==> config.mk <==
export PLATFORM = sky130hd
export DESIGN_NAME = e203_clkgate_ctrl
export DESIGN_NICKNAME = d
export VERILOG_FILES = /design/src/rtl/e203_clkgate_pkg.sv /design/src/rtl/e203_clkgate_cell.sv /design/src/rtl/e203_clkgate_ctrl.sv
export SDC_FILE = /design/constraint.sdc
export NUM_CORES = 1
export LEC_CHECK = 0
export CAP_MARGIN = 5
export CORE_MARGIN = 2
export CORE_UTILIZATION = 54
export DETAILED_ROUTE_END_ITERATION = 6
export GPL_ROUTABILITY_DRIVEN = 0
export GPL_TIMING_DRIVEN = 1
export PLACE_DENSITY_LB_ADDON = 0.3
export SLEW_MARGIN = 20
export SYNTH_ARGS = -nofsm -noshare
export SYNTH_HDL_FRONTEND = slang
export SYNTH_SLANG_ARGS = --single-unit
==> constraint.sdc <==
create_clock -name clk -period 2.6 [get_ports clk]
set_input_delay 0.52 -clock clk [delete_from_list [all_inputs] [get_ports clk]]
set_output_delay 0.52 -clock clk [all_outputs]
set_load 0.005 [all_outputs]
==> src/rtl/e203_clkgate_pkg.sv <==
// Shared types and sizing helpers for the E203 multi-channel clock-gating controller.
package e203_clkgate_pkg;

  typedef enum logic [1:0] {
    CG_ON   = 2'd0,
    CG_IDLE = 2'd1,
    CG_OFF  = 2'd2,
    CG_WAKE = 2'd3
  } cg_state_e;

  localparam int unsigned CG_WAKE_CYC = 2;
  localparam int unsigned CG_WCNT_W   = $clog2(CG_WAKE_CYC + 1);

  // Wake counter width for an arbitrary WAKE_CYC; the default build reuses CG_WCNT_W.
  function automatic int unsigned cg_wcnt_w(input int unsigned wake_cyc);
    return (wake_cyc == CG_WAKE_CYC) ? CG_WCNT_W : 32'($clog2(wake_cyc + 1));
  endfunction

endpackage

==> src/rtl/e203_clkgate_cell.sv <==
// Glitch-free clock gate: enable captured by a latch that is transparent only while clk_in is low.
module e203_clkgate_cell (
  input  logic clk_in,
  input  logic test_mode,
  input  logic clock_en,
  output logic clk_out
);

`ifdef FPGA_SOURCE
  assign clk_out = clk_in;
`else
  logic en_lat;

  // Closed during the high phase, so enable changes at the rising edge cannot chop a pulse.
  always_latch begin
    if (!clk_in) begin
      en_lat = clock_en | test_mode;
    end
  end

  assign clk_out = en_lat & clk_in;
`endif

endmodule

==> src/rtl/e203_clkgate_ctrl.sv <==
// Per-channel idle detection, gating FSM and wake handshake driving one gate cell per clock root.
module e203_clkgate_ctrl
  import e203_clkgate_pkg::*;
#(
  parameter int unsigned NCH      = 4,
  parameter int unsigned IDLE_W   = 8,
  parameter int unsigned WAKE_CYC = CG_WAKE_CYC
) (
  input  logic              clk,
  input  logic              rst,
  input  logic              test_mode,
  input  logic [NCH-1:0]    cfg_en,
  input  logic [IDLE_W-1:0] cfg_idle_thr,
  input  logic [NCH-1:0]    ch_busy,
  input  logic [NCH-1:0]    ch_wreq,
  output logic [NCH-1:0]    ch_wack,
  output logic [NCH-1:0]    ch_gated,
  output logic [NCH-1:0]    clk_out
);

  localparam int unsigned      WCNT_W    = cg_wcnt_w(WAKE_CYC);
  localparam logic [WCNT_W-1:0] WCNT_LAST = WCNT_W'(WAKE_CYC - 1);

  for (genvar i = 0; i < NCH; i++) begin : g_ch
    cg_state_e         state_q, state_d;
    logic [IDLE_W-1:0] cnt_q, cnt_d;
    logic [WCNT_W-1:0] wcnt_q, wcnt_d;
    logic              gate_en_q;
    logic              wack_q;
    logic              gated_q;
    logic              wake_cause;

    // Anything that needs the clock, or forbids gating, counts as a reason to be clocked.
    assign wake_cause = ch_busy[i] | ch_wreq[i] | ~cfg_en[i] | test_mode;

    // Next-state and counter update.
    always_comb begin
      state_d = state_q;
      cnt_d   = cnt_q;
      wcnt_d  = wcnt_q;
      unique case (state_q)
        CG_ON: begin
          if (!wake_cause) begin
            state_d = CG_IDLE;
            cnt_d   = '0;
          end
        end
        CG_IDLE: begin
          if (wake_cause) begin
            state_d = CG_ON;
          end else if (cnt_q >= cfg_idle_thr) begin
            state_d = CG_OFF;
          end else begin
            cnt_d = cnt_q + IDLE_W'(1);
          end
        end
        CG_OFF: begin
          if (wake_cause) begin
            state_d = CG_WAKE;
            wcnt_d  = '0;
          end
        end
        CG_WAKE: begin
          // Wake always runs to completion so the unit sees a settled clock.
          if (wcnt_q == WCNT_LAST) begin
            state_d = CG_ON;
          end else begin
            wcnt_d = wcnt_q + WCNT_W'(1);
          end
        end
      endcase
    end

    // State, counters and registered status derived from the next state.
    always_ff @(posedge clk or posedge rst) begin
      if (rst) begin
        state_q   <= CG_ON;
        cnt_q     <= '0;
        wcnt_q    <= '0;
        gate_en_q <= 1'b1;
        wack_q    <= 1'b0;
        gated_q   <= 1'b0;
      end else begin
        state_q   <= state_d;
        cnt_q     <= cnt_d;
        wcnt_q    <= wcnt_d;
        gate_en_q <= (state_d != CG_OFF);
        wack_q    <= (state_d == CG_ON) || (state_d == CG_IDLE);
        gated_q   <= (state_d == CG_OFF);
      end
    end

    assign ch_wack[i]  = wack_q;
    assign ch_gated[i] = gated_q;

    e203_clkgate_cell u_cell (
      .clk_in    (clk),
      .test_mode (test_mode),
      .clock_en  (gate_en_q),
      .clk_out   (clk_out[i])
    );
  end

endmodule
==> summary.md <==
| Metric | Value |
|---|---|
| Initial core utilization | 0.560 |
| Synth Cell Area | 4060 um^2 |
| Pre-CTS WS | -0.499 ns |
| Worst-path cell chain | and2_1 -> buf_2 |
| Detail Route Antenna Nets | 0 |
| EDFF count, synth | 0 |
| Largest family of logic cells by synthesized area | simple AND/OR/NAND/NOR gates |
| WP data arrival | 2.37 ns |
| Complex-gate fraction of the synthesized area | 0.193 |
| Main synth FF type | dfrtp_1 |
| Req. time, crit path | 2.08 ns |
| Seq pwr share | 0.416 |
| Xor/xnor share of the synthesized area | 0 |
| Final core occ | 0.685 |
| Power consumption | 2.92 mW |
| Row cnt | 31 |
| Leakage | 2.31 nW |
| Critical path's top delay family | latches |
| Pin count of the biggest net entering global routing | 61 |
| Routed WL | 9100 um |
| Yosys reg bits | 64 |
| Fraction of registers with async set/reset | 0.938 |
| Slew @ Worst Pin | 0.738 ns |
| Die Wd | 90.8 um |
| Critical Path Max Stage Delay | 0.40 ns |
| Die height | 90.8 um |
| Drt wl/cell | 14.8 um |
| Nets | 572 |
| Simple-Gate Fraction of Synth Area | 0.223 |
| Cell Pwr Density | 588 nW/um^2 |
| Initial antenna violation count | 0 |
| Sw Share | 0.311 |
| Number of vias per cell | 5.86 |
| Failing checks | setup timing |
| Net Sw Power | 0.908 mW |
| Post-Synth Adder-Cell Area | 0.123 |
| Die ar. | 8240 um^2 |
| Clock share of power | 0.414 |
| CP bufs+invs | 1 |
| Hold Vio Cnt, Final | 0 |
| Synth Area per Inst | 9.11 um^2 |
| Maxcap violations | 0 |
| # setup viols final | 8 |
| Power Internal | 2.01 mW |
| WS Path Type | latch to output pin |
| Syn Nets | 509 |
| Mux share of post-synthesis cell area | 0.0108 |
| Residual DRC | 0 |
| Status | complete, but fails checks |
| Slowest stage cell, crit path | dlxtn_2 |
| Worst skew pair latency | 0.46 ns |
| Cell variety after synth | 55 |
| Worst hold slack | 0.418 ns |
| Post-CTS repair timing setup buffer count | 0 |
| Port bufs | 34 |
| CP Capture Type | output pin |
| Crit path max fanout | 1 |
| Final WS setup | -0.293 ns |
| Class of the worst hold path | input port to asynchronous set/reset pin |
| DR iter-0 viols | 119 |
| Clock Skew | 0.00616 ns |
| CTS clk-pin slew, worst paths | 0.07 ns |
| Logic gate share of total power | 0.171 |
| RSZ-0062 raised after global routing | yes |
| Syn Inst Count | 446 |
| Detailed placement HPWL | 6490 um |
| ANT cells | 0 |
| First-pass DRT Iterations | 5 |
| I/O Pins | 35 |
| Cts hold-fix bufs | 0 |
| DR vias | 3593 |
| GRT Util Overall | 0.241 |
| Fraction of layout cells with a size suffix above 1 | 0.189 |
| Syn-to-layout area delta | 22.2% |
| Final Slew Violations | 0 |
| Syn. warnings | 0 |
| VDD IR max | 0.370 mV |
| Global-route wire length before repair | 15900 um |
| Core Footprint | 7250 um^2 |
| Max_slew headroom | 0.505 |
| Critical path startpoint category | latch |
| CTS tree | done |
| Vias in the first global route | 3603 |
| Total global routing overflow | 0 |
[repair_timing]
| item | in CTS | in global routing |
|---|---|---|
| endpoints found under the setup margin | 9 | 25 |
| pin swaps | 4 | 0 |
| gates resized for setup | 18 | 8 |
[state kept, by name, indices dropped and copies added, names as in the netlist]
signal and flops:
g_ch.cnt_q 32, g_ch.state_q 8, g_ch.wcnt_q 8, g_ch.gate_en_q 4, g_ch.gated_q 4, g_ch.u_cell.en_lat 4, g_ch.wack_q 4
[cell type report]
type                            count  area, um^2
Inverter                           25        93.8
Multi-Input combinational cell    328        2250
Clock buffer                       17         205
Sequential cell                    64        1570
Timing Repair Buffer               73         651
Fill cell                         589        2290
Tap cell                           99         124
Clock inverter                      7        72.6
[stage by stage]
| step | cell area [um^2] | setup TNS, ns | instances |
|---|---|---|---|
| finish | 4970 | -1.11 | 613 |
| global route | 4970 | -1.33 | 613 |
| CTS | 4940 | -1.17 | 613 |
| detailed placement | 4710 | -17.40 | 593 |
| global placement | 4710 | -14.48 | 593 |
| floorplan | 4060 | 0 | 446 |
[worst paths after layout]
path | slack (ns) | endpoint | start | cells after the start
setup / recovery | -0.29 | clk_out[2] | g_ch[2].u_cell.en_lat | 2
hold / removal | 0.42 | g_ch[1].wcnt_q[0] | rst | 3
setup reg to reg | 0.20 | g_ch[1].cnt_q[6] | g_ch[1].cnt_q[0] | 7
hold reg to reg | 0.52 | g_ch[3].wcnt_q[1] | g_ch[3].wcnt_q[1] | 2
max in group asynchronous | 1.86 | g_ch[2].gate_en_q | rst | 3
min in group clk | 0.52 | g_ch[3].wcnt_q[1] | g_ch[3].wcnt_q[1] | 2
[cell usage after synthesis, types with 3 or more instances]
library cell,instances,area share
dfrtp_1,56,0.34
nand2_1,53,0.049
ha_1,40,0.12
o21ai_0,31,0.038
inv_1,25,0.023
a21oi_1,21,0.026
nor2_1,20,0.018
nand3_1,16,0.020
clkbuf_1,15,0.014
buf_4,12,0.022
nand2b_1,12,0.018
or2_2,10,0.015
or3_1,10,0.015
or4_1,9,0.017
a22o_1,8,0.017
o211ai_1,8,0.015
and2_1,7,0.011
o21a_1,7,0.013
a211o_1,6,0.013
nand4_1,6,0.0092
o31ai_1,6,0.011
a2111o_1,4,0.011
and3_1,4,0.0062
dfstp_2,4,0.026
dlxtn_1,4,0.015
nand3b_1,4,0.0074
nor4_1,4,0.0062
a21o_1,3,0.0055
mux2_2,3,0.0083
nor3_1,3,0.0037
o211a_1,3,0.0074
[worst register-to-register path, delay by kind of cell, from the launching register on]
family	cells	cell delay [ns]
AOI/OAI and AO/OA	3	0.91
buffers and inverters	1	0.09
and+or+nand+nor	2	0.62
adders and majority gates	1	0.27
DFF	1	0.43
[routing by layer]
metal  global-route usage  vias up  share of wire
met3               0.0843       22          0.060
li1                     -     1744              -
met2                0.377      101           0.47
met4                0.126        0          0.026
met1                0.291     1726           0.44
met5                    0        -              0
[power groups by stage]
stage | clock, mW | sequential [mW] | combinational, mW
floorplan | 0.142 | 1.16 | 0.384
global placement | 0.171 | 1.22 | 0.462
detailed placement | 0.171 | 1.23 | 0.493
CTS | 1.21 | 1.21 | 0.497
global route | 1.30 | 1.24 | 0.571
finish | 1.21 | 1.21 | 0.498
[placed cells by master (no fill, tap or decap), types with 3 or more instances in the layout]
cell	n
nor3_1	3
dfrtp_1	56
nand2b_1	12
and2_1	6
clkbuf_8	13
nand4_1	6
dfstp_2	4
nand3b_1	4
or3_1	10
a21o_1	3
clkdlybuf4s50_1	29
nand3_1	16
or4_1	9
a211o_1	6
nor2_1	20
o21a_1	7
o21ai_0	31
ha_1	40
o211ai_1	8
o31ai_1	4
buf_2	3
a2111o_1	4
mux2_2	3
a21oi_1	21
or2_2	10
nor4_1	4
a22o_1	8
buf_4	41
nand2_1	53
and3_1	4
inv_1	24
o211a_1	3
[logic make-up (layout without fill, tap and decap cells)]
group | count (synthesis) | count (layout)
buf+inv | 54 | 122
mux | 4 | 4
simple gates | 170 | 170
fa+ha+maj | 40 | 40
compound gates | 114 | 114
latches | 4 | 4
flops | 60 | 60
(Power assumes the default switching activity.)
